**src/rtl/sub_pkg.sv**
```systemverilog
// rtl/sub_pkg.sv - shared mode encodings, chunk subtract helper and geometry check
package sub_pkg;

  localparam logic MODE_WRAP = 1'b0;
  localparam logic MODE_SAT  = 1'b1;
  localparam int   MAX_CW    = 64;

  // Operands arrive zero-extended; truncating the result to CW+1 bits leaves {bout, diff}.
  function automatic logic [MAX_CW:0] chunk_sub(input logic [MAX_CW-1:0] a,
                                                input logic [MAX_CW-1:0] b,
                                                input logic              bin);
    return {1'b0, a} - {1'b0, b} - {{MAX_CW{1'b0}}, bin};
  endfunction

  function automatic bit geometry_ok(input int width, input int stages);
    return (stages > 0) && (width % stages == 0) && (width / stages <= MAX_CW);
  endfunction

endpackage

```
**src/rtl/sub_unsigned_pipe_if.sv**
```systemverilog
// rtl/sub_unsigned_pipe_if.sv - operand/result handshake bundle
interface sub_unsigned_pipe_if #(parameter int WIDTH = 16);

  logic             in_valid;
  logic             in_ready;
  logic [WIDTH-1:0] A;
  logic [WIDTH-1:0] B;
  logic             mode;
  logic             out_valid;
  logic             out_ready;
  logic [WIDTH-1:0] result;
  logic             borrow;
  logic             zero;

  modport master (
    output in_valid, A, B, mode, out_ready,
    input  in_ready, out_valid, result, borrow, zero
  );

  modport slave (
    input  in_valid, A, B, mode, out_ready,
    output in_ready, out_valid, result, borrow, zero
  );

endinterface

```
**src/rtl/sub_chunk_stage.sv**
```systemverilog
// rtl/sub_chunk_stage.sv - one pipeline stage: chunk subtract plus skewed operands
module sub_chunk_stage
  import sub_pkg::*;
#(
  parameter int WIDTH  = 16,
  parameter int STAGES = 4,
  parameter int IDX    = 0
) (
  input  logic             clk,
  input  logic             rst,
  input  logic             en_i,
  input  logic             valid_i,
  input  logic             mode_i,
  input  logic             bin_i,
  input  logic [WIDTH-1:0] a_i,
  input  logic [WIDTH-1:0] b_i,
  input  logic [WIDTH-1:0] diff_i,
  output logic             valid_o,
  output logic             mode_o,
  output logic             bout_o,
  output logic             zero_o,
  output logic [WIDTH-1:0] a_o,
  output logic [WIDTH-1:0] b_o,
  output logic [WIDTH-1:0] diff_o
);

  localparam int CW   = WIDTH / STAGES;
  localparam bit LAST = (IDX == STAGES - 1);

  logic [CW:0]      sub_w;
  logic [WIDTH-1:0] diff_d;

  logic             valid_q, mode_q, bout_q, zero_q;
  logic [WIDTH-1:0] a_q, b_q, diff_q;

  assign sub_w = (CW+1)'(chunk_sub(MAX_CW'(a_i[IDX*CW +: CW]),
                                   MAX_CW'(b_i[IDX*CW +: CW]), bin_i));

  // Saturation only applies once the top chunk has produced the final borrow.
  always_comb begin
    diff_d                 = diff_i;
    diff_d[IDX*CW +: CW]   = sub_w[CW-1:0];
    if (LAST && (mode_i == MODE_SAT) && sub_w[CW]) begin
      diff_d = '0;
    end
  end

  always_ff @(posedge clk or posedge rst) begin
    if (rst) begin
      valid_q <= 1'b0;
      mode_q  <= 1'b0;
      bout_q  <= 1'b0;
      zero_q  <= 1'b0;
      a_q     <= '0;
      b_q     <= '0;
      diff_q  <= '0;
    end else if (en_i) begin
      valid_q <= valid_i;
      mode_q  <= mode_i;
      bout_q  <= sub_w[CW];
      zero_q  <= (diff_d == '0);
      a_q     <= a_i;
      b_q     <= b_i;
      diff_q  <= diff_d;
    end
  end

  assign valid_o = valid_q;
  assign mode_o  = mode_q;
  assign bout_o  = bout_q;
  assign zero_o  = zero_q;
  assign a_o     = a_q;
  assign b_o     = b_q;
  assign diff_o  = diff_q;

endmodule

```
**src/rtl/sub_unsigned_pipe.sv**
```systemverilog
// rtl/sub_unsigned_pipe.sv - pipelined unsigned A-B with borrow ripple one chunk per clock
module sub_unsigned_pipe
  import sub_pkg::*;
#(
  parameter int WIDTH  = 16,
  parameter int STAGES = 4
) (
  input logic                clk,
  input logic                rst,
  sub_unsigned_pipe_if.slave bus
);

  if (!geometry_ok(WIDTH, STAGES)) begin : g_bad_geometry
    $error("sub_unsigned_pipe: WIDTH must be a multiple of STAGES");
  end

  logic             en;
  logic             valid_p [STAGES+1];
  logic             mode_p  [STAGES+1];
  logic             bout_p  [STAGES+1];
  logic             zero_p  [STAGES];
  logic [WIDTH-1:0] a_p     [STAGES+1];
  logic [WIDTH-1:0] b_p     [STAGES+1];
  logic [WIDTH-1:0] diff_p  [STAGES+1];

  // One global enable: the whole pipe freezes only while a result waits downstream.
  assign en           = !(bus.out_valid && !bus.out_ready);
  assign bus.in_ready = en;

  assign valid_p[0] = bus.in_valid;
  assign mode_p[0]  = bus.mode;
  assign bout_p[0]  = 1'b0;
  assign a_p[0]     = bus.A;
  assign b_p[0]     = bus.B;
  assign diff_p[0]  = '0;

  for (genvar s = 0; s < STAGES; s++) begin : g_stage
    sub_chunk_stage #(
      .WIDTH (WIDTH),
      .STAGES(STAGES),
      .IDX   (s)
    ) u_stage (
      .clk    (clk),
      .rst    (rst),
      .en_i   (en),
      .valid_i(valid_p[s]),
      .mode_i (mode_p[s]),
      .bin_i  (bout_p[s]),
      .a_i    (a_p[s]),
      .b_i    (b_p[s]),
      .diff_i (diff_p[s]),
      .valid_o(valid_p[s+1]),
      .mode_o (mode_p[s+1]),
      .bout_o (bout_p[s+1]),
      .zero_o (zero_p[s]),
      .a_o    (a_p[s+1]),
      .b_o    (b_p[s+1]),
      .diff_o (diff_p[s+1])
    );
  end

  assign bus.out_valid = valid_p[STAGES];
  assign bus.result    = diff_p[STAGES];
  assign bus.borrow    = bout_p[STAGES];
  assign bus.zero      = zero_p[STAGES-1];

endmodule

```
**src/flat_wrapper.sv**
```systemverilog
// flat-port wrapper written by rule: the top's interface ports become plain ports
module sub_unsigned_pipe_flat import sub_pkg::*;
#(
  parameter int WIDTH  = 16,
  parameter int STAGES = 4
)
  (clk, rst, bus_in_valid, bus_A, bus_B, bus_mode, bus_out_ready, bus_in_ready, bus_out_valid, bus_result, bus_borrow, bus_zero);
  sub_unsigned_pipe_if #(.WIDTH(WIDTH)) bus_i ();
  input logic clk;
  input logic rst;
  input wire logic [$bits(bus_i.in_valid)-1:0] bus_in_valid;
  input wire logic [$bits(bus_i.A)-1:0] bus_A;
  input wire logic [$bits(bus_i.B)-1:0] bus_B;
  input wire logic [$bits(bus_i.mode)-1:0] bus_mode;
  input wire logic [$bits(bus_i.out_ready)-1:0] bus_out_ready;
  output wire logic [$bits(bus_i.in_ready)-1:0] bus_in_ready;
  output wire logic [$bits(bus_i.out_valid)-1:0] bus_out_valid;
  output wire logic [$bits(bus_i.result)-1:0] bus_result;
  output wire logic [$bits(bus_i.borrow)-1:0] bus_borrow;
  output wire logic [$bits(bus_i.zero)-1:0] bus_zero;
  assign bus_i.in_valid = bus_in_valid;
  assign bus_i.A = bus_A;
  assign bus_i.B = bus_B;
  assign bus_i.mode = bus_mode;
  assign bus_i.out_ready = bus_out_ready;
  assign bus_in_ready = bus_i.in_ready;
  assign bus_out_valid = bus_i.out_valid;
  assign bus_result = bus_i.result;
  assign bus_borrow = bus_i.borrow;
  assign bus_zero = bus_i.zero;
  sub_unsigned_pipe #(.WIDTH(WIDTH), .STAGES(STAGES)) u_core (.clk(clk), .rst(rst), .bus(bus_i));
endmodule
```
**config.mk**
```make
export PLATFORM = sky130hd
export DESIGN_NAME = sub_unsigned_pipe_flat
export DESIGN_NICKNAME = d
export VERILOG_FILES = /design/src/rtl/sub_pkg.sv /design/src/rtl/sub_unsigned_pipe_if.sv /design/src/rtl/sub_chunk_stage.sv /design/src/rtl/sub_unsigned_pipe.sv /design/src/flat_wrapper.sv
export SDC_FILE = /design/constraint.sdc
export NUM_CORES = 1
export LEC_CHECK = 0
export CAP_MARGIN = 0
export CELL_PAD_IN_SITES_DETAIL_PLACEMENT = 1
export CELL_PAD_IN_SITES_GLOBAL_PLACEMENT = 1
export CORE_MARGIN = 10
export CORE_UTILIZATION = 24
export DETAILED_ROUTE_END_ITERATION = 8
export GPL_ROUTABILITY_DRIVEN = 0
export GPL_TIMING_DRIVEN = 0
export PLACE_DENSITY_LB_ADDON = 0.1
export SLEW_MARGIN = 20
export SYNTH_ARGS = -nofsm -noshare
export SYNTH_HDL_FRONTEND = slang
export SYNTH_SLANG_ARGS = --single-unit
```
**constraint.sdc**
```tcl
create_clock -name clk -period 3.8 [get_ports clk]
set_input_delay 0.76 -clock clk [delete_from_list [all_inputs] [get_ports clk]]
set_output_delay 0.76 -clock clk [all_outputs]
set_load 0.02 [all_outputs]
```
Yosys cells after proc, flatten, opt, wreduce, memory -nomap -nowiden
Index checks and enable logic that the tools add are counted.
{ "classes": {"add_sub_neg": 7, "n_mul": 0, "div": 0, "n_lt_le_gt_ge": 0, "n_eq_ne": 0, "shift": 0, "muxes": 1, "bitwise_logic": 0, "reduce_logical": 5} }
{ "op_table": {"columns": ["operator", "n"], "rows": [
  ["subtractor 4 x 4 -> 5 bit", 4],
  ["zero test 16 bit", 1],
  ["two-way mux 16 bit", 1],
  ["subtractor 5 x 1 -> 5 bit", 3],
  ["logical AND 1 bit", 2],
  ["zero test 1 bit", 2]
]} }
{ "word_totals": {"regBits": 148, "latch_bits": 0, "mem_bits_rw": 0, "romBits": 0, "inputBits": 37, "output_inout_bits": 20, "elab_cells": 35, "memories": 0} }

Longest topological paths before layout
Gate-level depths: netlist of run 1.
{ "depth": {"ltp_word": 5, "depth_mapped": 10, "depth_no_buf": 9} }

Hierarchy
Synthesis of run 1 repeated with hierarchy kept, for this count alone.
{ "hier_totals": {"hier_cells": 590, "area_unflattened_um2": 8707.1} }
{ "modules_own_cells": {"columns": ["mod", "n_inst", "cells_each", "area_per_inst_um2", "seq_area_each_um2"], "rows": [
  ["sub_chunk_stage at u_core.g_stage[1].u_stage ...", 2, 144, 2157.1, 1301.2],
  ["sub_chunk_stage at u_core.g_stage[3].u_stage", 1, 155, 2207.1, 1301.2],
  ["sub_chunk_stage at u_core.g_stage[0].u_stage", 1, 145, 2175.8, 1301.2],
  ["sub_unsigned_pipe", 1, 2, 10.0, 0.0]
]} }

Least setup slack after synthesis of run 1
OpenSTA, ideal clock, no wires.
{ "synth_path": {"path_kind": "register to register", "from": "register u_core.g_stage[2].u_stage.bout_q", "to": "register u_core.g_stage[3].u_stage.diff_q[0]", "setup_time_ns": 0.119, "arrival_time_ns": 1.996, "required_ns": 3.681, "slack_ns": 1.685, "path_stages_with_launch": 11, "n_path_buf": 1, "period_less_slack_ns": 2.115, "path_cell_list": "dfrtp_1 -> inv_1 -> fa_1 -> inv_1 -> ha_1 -> o211ai_2 -> nand4b_2 -> xor2_2 -> nor2_4 -> buf_6 -> a21oi_2"} }
{ "synth_via": {"elab_chain_cells": 3} }
{ "synth_lines": {"columns": ["element", "line_no", "text"], "rows": [
  ["from (decl)", "sub_chunk_stage.sv:33", "logic valid_q, mode_q, bout_q, zero_q;"],
  ["from (signal assigned)", "sub_chunk_stage.sv:60", "bout_q <= sub_w[CW];"],
  ["subtractor 5 x 1 -> 5 bit", "sub_pkg.sv:12", "return {1'b0, a} - {1'b0, b} - {{MAX_CW{1'b0}}, bin};"],
  ["logical AND 1 bit", "sub_chunk_stage.sv:43", "if (LAST && (mode_i == MODE_SAT) && sub_w[CW]) begin"],
  ["two-way mux 16 bit", "sub_chunk_stage.sv:43", null],
  ["to (signal assigned)", "sub_chunk_stage.sv:64", "diff_q <= diff_d;"],
  ["to (decl)", "sub_chunk_stage.sv:34", "logic [WIDTH-1:0] a_q, b_q, diff_q;"]
]} }
No other way between the ends.
A chain may end at the register's enable or synchronous reset.

Worst setup path in the final report of run 1
{ "layout_path": {"from": "input port bus_out_ready", "to": "output port bus_in_ready"} }
{ "layout_via": {"elab_chain_cells": 3} }
{ "layout_lines": {"columns": ["element", "line_no", "text"], "rows": [
  ["from (decl)", "flat_wrapper.sv:15", "input wire logic [$bits(bus_i.out_ready)-1:0] bus_out_ready;"],
  ["zero test 1 bit", "sub_unsigned_pipe.sv:27", "assign en = !(bus.out_valid && !bus.out_ready);"],
  ["logical AND 1 bit", "sub_unsigned_pipe.sv:27", null],
  ["zero test 1 bit", "sub_unsigned_pipe.sv:27", null],
  ["to (decl)", "flat_wrapper.sv:16", "output wire logic [$bits(bus_i.in_ready)-1:0] bus_in_ready;"]
]} }
No other way between the ends.

==> results of run 1 <==
[state kept, by name, summed over array words and instances (netlist names)]
register                        cells
u_core.g_stage.u_stage.diff_o      40
u_core.g_stage.u_stage.a_o         24
u_core.g_stage.u_stage.b_o         24
u_core.g_stage.u_stage.bout_o       4
u_core.g_stage.u_stage.valid_o      4
u_core.g_stage.u_stage.mode_o       3
u_core.g_stage.u_stage.zero_o       1
[cell usage after synthesis, types with 4 or more instances]
master | number | area share
sky130_fd_sc_hd__a211oi_1 | 4 | 0.0064
sky130_fd_sc_hd__a21oi_1 | 12 | 0.013
sky130_fd_sc_hd__a21oi_2 | 10 | 0.019
sky130_fd_sc_hd__buf_2 | 13 | 0.014
sky130_fd_sc_hd__buf_4 | 16 | 0.026
sky130_fd_sc_hd__clkbuf_1 | 8 | 0.0064
sky130_fd_sc_hd__dfrtp_1 | 100 | 0.53
sky130_fd_sc_hd__fa_1 | 6 | 0.026
sky130_fd_sc_hd__ha_1 | 22 | 0.059
sky130_fd_sc_hd__inv_1 | 31 | 0.025
sky130_fd_sc_hd__nand2_1 | 214 | 0.17
sky130_fd_sc_hd__nand2b_1 | 6 | 0.0080
sky130_fd_sc_hd__nor2_1 | 12 | 0.0096
sky130_fd_sc_hd__o21ai_0 | 21 | 0.022
sky130_fd_sc_hd__xnor2_1 | 10 | 0.019
[layout make-up]
cell class,count,share of cell area
plain buffers,38,0.0379
clock buffers,10,0.0400
clock inverters,6,0.0182
inverters,32,0.0210
multi-input cells,341,0.310
flip-flops and latches,100,0.419
well taps,265,0.0555
repair buffers,57,0.0985
[power by group through the flow]
| stage | combinational (mW) | clock [mW] | sequential, mW |
|---|---|---|---|
| after floorplan | 1.79 | 0 | 1.76 |
| after global placement | 2.44 | 0 | 1.83 |
| after detailed placement | 2.52 | 0 | 1.84 |
| after CTS | 2.53 | 1.12 | 1.82 |
| after global routing | 2.80 | 1.16 | 1.87 |
| final | 2.45 | 1.08 | 1.81 |
[through the flow]
stage | hold slack [ps] | power, mW | instances
2_1_floorplan | 430 | 3.55 | 511
3_3_place_gp | 451 | 4.27 | 832
3_5_place_dp | 457 | 4.35 | 833
4_1_cts | 473 | 5.47 | 849
5_1_grt | 495 | 5.83 | 849
6_report | 468 | 5.33 | 849
[cells by family after synthesis]
logic type,count (synthesis)
AND/OR/NAND/NOR,245
flip-flops,100
buffers and inverters,70
AO/OA/AOI/OAI,54
adder cells (fa/ha/maj),28
XOR/XNOR,14
[layer usage]
layer,GRT usage,routed length (um),up-vias
met3,0.0262,417,11
met2,0.145,5110,48
li1,-,-,1721
met5,0,0,-
met1,0.125,5920,1616
met4,0.0326,168,0
[worst reg2reg max path, cell delays in order, from the launching register on]
cell and delay, ps:
sky130_fd_sc_hd__dfrtp_1 340, sky130_fd_sc_hd__inv_1 60, sky130_fd_sc_hd__fa_1 560, sky130_fd_sc_hd__inv_1 50, sky130_fd_sc_hd__ha_1 200, sky130_fd_sc_hd__o211ai_2 190
sky130_fd_sc_hd__nand4b_2 140, sky130_fd_sc_hd__xor2_2 190, sky130_fd_sc_hd__nor2_4 210, sky130_fd_sc_hd__buf_6 200, sky130_fd_sc_hd__a21oi_2 40
[worst paths after layout]
path	cells past startpoint	slack, ps	end
max in group asynchronous	3	2370	u_core.g_stage[3].u_stage.zero_o
min in group asynchronous	2	820	u_core.g_stage[0].u_stage.b_o[6]
max	5	350	bus_in_ready
min reg2reg	2	470	u_core.g_stage[1].u_stage.b_o[14]
min	2	470	u_core.g_stage[1].u_stage.b_o[14]
max reg2reg	10	1510	u_core.g_stage[3].u_stage.diff_o[4]
==> metrics.md, run 1 <==
| Metric | Value |
|---|---|
| Vias in the first global route | 3,673 |
| Number of hold-repair buffers added at the cts stage | 0 |
| Hpwl dp | 8750 um |
| MaxCap Viol Count | 0 |
| Share of the clock period used by the worst path | 0.907 |
| Most frequent cells in the layout | 214 x sky130_fd_sc_hd__nand2_1, 100 x sky130_fd_sc_hd__dfrtp_1, 56 x sky130_fd_sc_hd__clkdlybuf4s50_1, 30 x sky130_fd_sc_hd__inv_1, 22 x sky130_fd_sc_hd__ha_1 |
| Post-Synthesis Cells | 511 |
| Buffer depth of the longest clock path | 2 |
| Final Max Tran Viols | 0 |
| Part of the Yosys area used for sequential elements | 0.533 |
| Total inserted antenna cells | 0 |
| Worst voltage drop across the vdd grid | 314 uV |
| Area occupied by registers | 0.00250 sq mm |
| Comb power frac | 0.459 |
| Post-cts sizing count | 0 |
| Type of origin of the critical path | input pin |
| Global-route wire length before repair | 19,300 um |
| Ordered list of cells on the worst path | clkdlybuf4s50_1, nor2b_1, inv_2, clkbuf_1, clkdlybuf4s50_1 |
| Global route overflow | 0 |
| Main combinational cell family by area after synthesis | simple AND/OR/NAND/NOR gates |
| Switching power share of the total | 0.381 |
| TritonCTS clock tree | built |
| Leak | 2.89 nW |
| Vertical die dimension | 160 um |
| Required arrival time at the worst endpoint | 3040 ps |
| Clock network fraction of total power | 0.202 |
| Total iterations of the first detailed-routing run | 4 |
| Sequential share of power | 0.339 |
| Count of synthesis-stage warnings from yosys | 0 |
| PnR worst setup slack | 354 ps |
| Synthesized flop and latch total | 100 |
| Effective utilization at floorplan | 0.243 |
| Min Clock Period, post-route | 3450 ps |
| Summed negative setup slack over all endpoints | 0 ps |
| Proportion of layout cells with a drive suffix above 1 | 0.108 |
| Cell type with the highest occurrence count on the critical path | sky130_fd_sc_hd__clkdlybuf4s50_1 |
| Final standard cell area without fillers | 0.00597 sq mm |
| Fraction of synthesized area in multiplexers | 0 |
| Final WL | 11,600 um |
| Setup repair after global routing missed its margin | false |
| Mapped Area | 0.00470 sq mm |
| Adder-cell share of the synthesized area | 0.0842 |
| Total die area | 0.0256 sq mm |
| Number of flops mapped to enable cells by yosys | 0 |
| Horizontal extent of the die | 160 um |
| Mean area per synthesized cell | 9.19 sq um |
| Share of synthesized cell area in and, or, nand and nor gates | 0.209 |
| Post-synthesis to final-layout area growth | 27.1% |
| Arrival @ worst endpoint | 2690 ps |
| Slew at the pin with the worst max-slew slack | 638 ps |
| Critical Path End Type | primary output |
| Hold/Removal Path Class | flip-flop to flip-flop |
| Post-DRT Antenna Nets | 0 |
| DR vias/cell | 4.00 |
| Share of the synthesized area in compound gates (AO/OA/AOI/OAI) | 0.0724 |
| Routed via count | 3,396 |
| DR iter-0 viols | 84 |
| Fill cells | 2,242 |
| Largest fanout on the critical path | 10 |
| Root Driver | sky130_fd_sc_hd__clkbuf_16 |
| Clk sinks | 100 |
| Detail-routed net length per standard cell | 13.7 um |
| Worst-case setup slack after placement | 309 ps |
| Clock insertion delay at the later pin of the skew report | 350 ps |
| Beginning of the worst register-to-register path | u_core.g_stage[2].u_stage.bout_o |
| DRC violations left | 0 |
| Synth Net Count | 576 |
| Count of pins on the block boundary | 57 |
| Worst-case headroom to the max-slew limit | 0.574 |
| Tot GR Track Use | 0.0942 |
| Slowest stage delay, CP | 730 ps |
| Post-Route Utilization | 0.309 |
| Synth cell types | 33 |
| Cell class contributing the biggest share of worst-path delay | buffers and inverters |
| Total CTS buffers | 9 |
| Post-synthesis async set-or-reset flop share | 1.00 |
| Clock slew seen by the registers of the worst setup and hold paths | 70 ps |
| Placement Rows | 51 |
| Area taken by multi-input logic gates | 0.00185 sq mm |
| Setup violation total in the final timing report | 0 |
| Buffers added on ports | 56 |
| Placed instance area | 0.00562 sq mm |
| Critical-path top delay cell | sky130_fd_sc_hd__clkdlybuf4s50_1 |
| Clock Skews | 6.61 ps |
| Result of the run | finished, final reports clean |
| Start-to-end type of the worst setup path | input pin to primary output |
| Placeable core region | 0.0193 sq mm |
| Final hold violation count | 0 |
| H-Tree Depth | 3 |
| Post-CTS Setup Inserts | 0 |
| XOR/XNOR share of the synthesized area | 0.0277 |
| Max Clock Freq | 290 MHz |
| Launching element of the worst setup path | bus_out_ready |
| Startpoint of the tightest hold check path | u_core.g_stage[1].u_stage.b_o[14] |
| Antenna violations before repair | 0 |
| Prevailing post-synth register cell | sky130_fd_sc_hd__dfrtp_1 |
| Switching power summed over all nets | 2.03 mW |
| Power per cell area | 893 mW/mm^2 |
| Number of buffer and inverter stages on the critical path | 4 |
| Internal cell power | 3.30 mW |
| Number of nets in the layout | 644 |
| Most common cell after layout, fill and taps aside | sky130_fd_sc_hd__nand2_1 |
| Largest net degree at the start of global routing | 52 |
(Power assumes the default switching activity.)
==> run 2: changes to the inputs <==
--- a/config.mk
+++ b/config.mk
@@ -9,7 +9,7 @@
 export CELL_PAD_IN_SITES_DETAIL_PLACEMENT = 1
 export CELL_PAD_IN_SITES_GLOBAL_PLACEMENT = 1
 export CORE_MARGIN = 10
-export CORE_UTILIZATION = 24
+export CORE_UTILIZATION = 43
 export DETAILED_ROUTE_END_ITERATION = 8
 export GPL_ROUTABILITY_DRIVEN = 0
 export GPL_TIMING_DRIVEN = 0
==> run 2 against run 1 <==
  * Clock-buffer cell count unchanged
  * Sequential cell count unchanged
  * Hold slack better by 2.8 ps
  * Non-clock buffer count unchanged
  * Global-route usage is 4.9 points higher
  * Sequential power is essentially flat
  * Cell area shrank 5.2%
  * Critical endpoint unchanged
==> metrics.md, run 2 (same netlist as run 1, synthesis figures left out) <==
| Metric | Value |
|---|---|
| Total CTS buffers | 9 (unchanged) |
| Sequential share of power | 0.363 (+0.024) |
| DR iter-0 viols | 169 (+100%) |
| Buffers added on ports | 56 (unchanged) |
| Min Clock Period, post-route | 3390 ps (-55.8 ps) |
| Type of origin of the critical path | input pin |
| Tot GR Track Use | 0.143 (+0.0491) |
| Effective utilization at floorplan | 0.437 (+0.194) |
| Leak | 2.82 nW (-2.6%) |
| Most frequent cells in the layout | 214 x sky130_fd_sc_hd__nand2_1, 100 x sky130_fd_sc_hd__dfrtp_1, 56 x sky130_fd_sc_hd__clkdlybuf4s50_1, 30 x sky130_fd_sc_hd__inv_1, 22 x sky130_fd_sc_hd__ha_1 |
| Arrival @ worst endpoint | 2630 ps (-60 ps) |
| Power per cell area | 879 mW/mm^2 (-1.5%) |
| Switching power summed over all nets | 1.98 mW (-2.6%) |
| Most common cell after layout, fill and taps aside | sky130_fd_sc_hd__nand2_1 |
| Worst setup slack for register-to-register paths | 1430 ps (-80 ps) |
| Power consumption | 4.98 mW (-6.7%) |
| Critical Path End Type | primary output |
| Clock slew seen by the registers of the worst setup and hold paths | 90 ps (+20 ps) |
| H-Tree Depth | 3 (unchanged) |
| Critical path capture point | bus_in_ready |
| Post-synthesis to final-layout area growth | 20.5% |
| Total die area | 0.0155 sq mm (-39%) |
| Largest fanout on the critical path | 10 (unchanged) |
| Post-Route Utilization | 0.527 (+0.218) |
| Final WL | 10,900 um (-6.2%) |
| Placeable core region | 0.0107 sq mm (-44%) |
| Post-cts sizing count | 0 (unchanged) |
| MaxCap Viol Count | 0 (unchanged) |
| Cell class contributing the biggest share of worst-path delay | buffers and inverters |
| Routed via count | 3,472 (+2.2%) |
| Post-DRT Antenna Nets | 0 (unchanged) |
| Clock network fraction of total power | 0.142 (-0.060) |
| Worst-case headroom to the max-slew limit | 0.590 (+0.0152) |
| Total iterations of the first detailed-routing run | 4 (unchanged) |
| Global-route wire length before repair | 18,700 um (-3.2%) |
| TritonCTS clock tree | built |
| Largest net degree at the start of global routing | 52 (unchanged) |
| Post-CTS Setup Inserts | 0 (unchanged) |
| Fill cells | 1,279 (-43%) |
| Share of the clock period used by the worst path | 0.892 (-0.0147) |
| Detail-routed net length per standard cell | 15.1 um (+10%) |
| Global route overflow | 0 (unchanged) |
| Clock Skews | 9.45 ps (+2.84 ps) |
| Clk sinks | 100 (unchanged) |
| Vertical die dimension | 125 um (-22%) |
| Placed instance area | 0.00547 sq mm (-2.8%) |
| Number of nets in the layout | 644 (unchanged) |
| Setup violation total in the final timing report | 0 (unchanged) |
| Flip-flop count of the largest register after layout | 40 (unchanged) |
| Total inserted antenna cells | 0 (unchanged) |
| Launching element of the worst setup path | bus_out_ready |
| Count of pins on the block boundary | 57 (unchanged) |
| Final standard cell area without fillers | 0.00566 sq mm (-5.2%) |
| Required arrival time at the worst endpoint | 3040 ps (about the same) |
| Start-to-end type of the worst setup path | input pin to primary output |
| Placement Rows | 38 (-25%) |
| Switching power share of the total | 0.398 (+0.0166) |
| Slew at the pin with the worst max-slew slack | 616 ps (-22.8 ps) |
| Critical-path top delay cell | sky130_fd_sc_hd__clkdlybuf4s50_1 |
| Root Driver | sky130_fd_sc_hd__clkbuf_8 |
| Antenna violations before repair | 0 (unchanged) |
| Comb power frac | 0.495 (+0.036) |
| Max Clock Freq | 295 MHz (+1.6%) |
| Cell type with the highest occurrence count on the critical path | sky130_fd_sc_hd__clkdlybuf4s50_1 |
| Setup repair after global routing missed its margin | false |
| Proportion of layout cells with a drive suffix above 1 | 0.102 (-0.00633) |
| Ordered list of cells on the worst path | clkdlybuf4s50_1, nor2b_1, inv_2, clkbuf_1, clkdlybuf4s50_1 |
| Hold/Removal Path Class | flip-flop to flip-flop |
| Buffer depth of the longest clock path | 2 (unchanged) |
| DRC violations left | 0 (unchanged) |
| Number of buffer and inverter stages on the critical path | 4 (unchanged) |
| Beginning of the worst register-to-register path | u_core.g_stage[2].u_stage.bout_o |
| Vias in the first global route | 3,791 (+3.2%) |
| Reg-to-reg endpoint | u_core.g_stage[3].u_stage.diff_o[1] |
| Internal cell power | 3.00 mW (-9.2%) |
| Number of logic stages on the critical path including buffering | 5 (unchanged) |
| Worst voltage drop across the vdd grid | 318 uV (+1.5%) |
| Summed negative setup slack over all endpoints | 0 ps (unchanged) |
| DR vias/cell | 4.82 (+20%) |
| Clock insertion delay at the later pin of the skew report | 360 ps (about the same) |
| Hpwl dp | 8070 um (-7.7%) |
| Slowest stage delay, CP | 720 ps (about the same) |
| Cell depth of the worst flop-to-flop path | 10 (unchanged) |
| Number of hold-repair buffers added at the cts stage | 0 (unchanged) |
| Final hold violation count | 0 (unchanged) |
| Horizontal extent of the die | 125 um (-22%) |
| Final Max Tran Viols | 0 (unchanged) |
| Result of the run | finished, final reports clean |
==> run 2: metal layers <==
metal	part of all wire	track usage	wire, um
met1	0.47	0.184	5150
met2	0.48	0.239	5270
met3	0.034	0.0311	368
met4	0.0096	0.0370	105
met5	0	0	0
==> run 2: power groups by stage <==
stage                     Combinational, mW  Sequential, mW  Clock (mW)
after floorplan                        1.79            1.76           0
after global placement                 2.36            1.81           0
after detailed placement               2.48            1.83           0
after CTS                              2.52            1.81       0.729
after global routing                   2.78            1.87       0.776
final                                  2.46            1.81       0.708
==> run 2: through the flow <==
stage | hold WS, ps | instances | worst slack, ps
final | 471 | 721 | 410
after global routing | 496 | 721 | 269
after CTS | 477 | 721 | 387
after detailed placement | 456 | 708 | 398
after global placement | 449 | 707 | -1100
after floorplan | 430 | 511 | 421
==> run 2: worst register-to-register path: stages, from the launching register on <==
cell	delay [ps]
sky130_fd_sc_hd__dfrtp_1	350
sky130_fd_sc_hd__inv_1	60
sky130_fd_sc_hd__fa_1	590
sky130_fd_sc_hd__inv_1	60
sky130_fd_sc_hd__ha_1	210
sky130_fd_sc_hd__o211ai_2	200
sky130_fd_sc_hd__nand4b_2	150
sky130_fd_sc_hd__xor2_2	190
sky130_fd_sc_hd__nor2_4	210
sky130_fd_sc_hd__buf_6	200
sky130_fd_sc_hd__a21oi_2	40
==> run 2: cell type report <==
class                           count  area (sq um)  share of cell area
Buffer                             38           226              0.0400
Tap cell                          140           175              0.0310
Inverter                           32           125              0.0221
Clock buffer                       10           128              0.0226
Sequential cell                   100          2500               0.442
Timing Repair Buffer               57           588               0.104
Multi-Input combinational cell    341          1850               0.327
Clock inverter                      3          65.1              0.0115
==> run 2: how the worst min path moves through the flow <==
| stage | startpoint | end | cells past startpoint |
|---|---|---|---|
| 3_3_place_gp | u_core.g_stage[1].u_stage.diff_o[2] | u_core.g_stage[1].u_stage.diff_o[2] | 2 |
| 4_1_cts | u_core.g_stage[0].u_stage.diff_o[2] | u_core.g_stage[1].u_stage.diff_o[2] | 2 |
| 3_5_place_dp | u_core.g_stage[1].u_stage.a_o[14] | u_core.g_stage[1].u_stage.a_o[14] | 2 |
| 6_report | u_core.g_stage[2].u_stage.valid_o | u_core.g_stage[3].u_stage.valid_o | 1 |
| 5_1_grt | u_core.g_stage[0].u_stage.b_o[14] | u_core.g_stage[0].u_stage.b_o[14] | 2 |
| 2_1_floorplan | u_core.g_stage[2].u_stage.valid_o | u_core.g_stage[2].u_stage.valid_o | 2 |
==> run 3: changes to the inputs <==
--- a/config.mk
+++ b/config.mk
@@ -13,6 +13,7 @@
 export DETAILED_ROUTE_END_ITERATION = 8
 export GPL_ROUTABILITY_DRIVEN = 0
 export GPL_TIMING_DRIVEN = 0
+export HOLD_SLACK_MARGIN = 0.03
 export PLACE_DENSITY_LB_ADDON = 0.1
 export SLEW_MARGIN = 20
 export SYNTH_ARGS = -nofsm -noshare
==> results of run 3 <==
No change in the layout: final DEF, timing and power equal those of run 2.
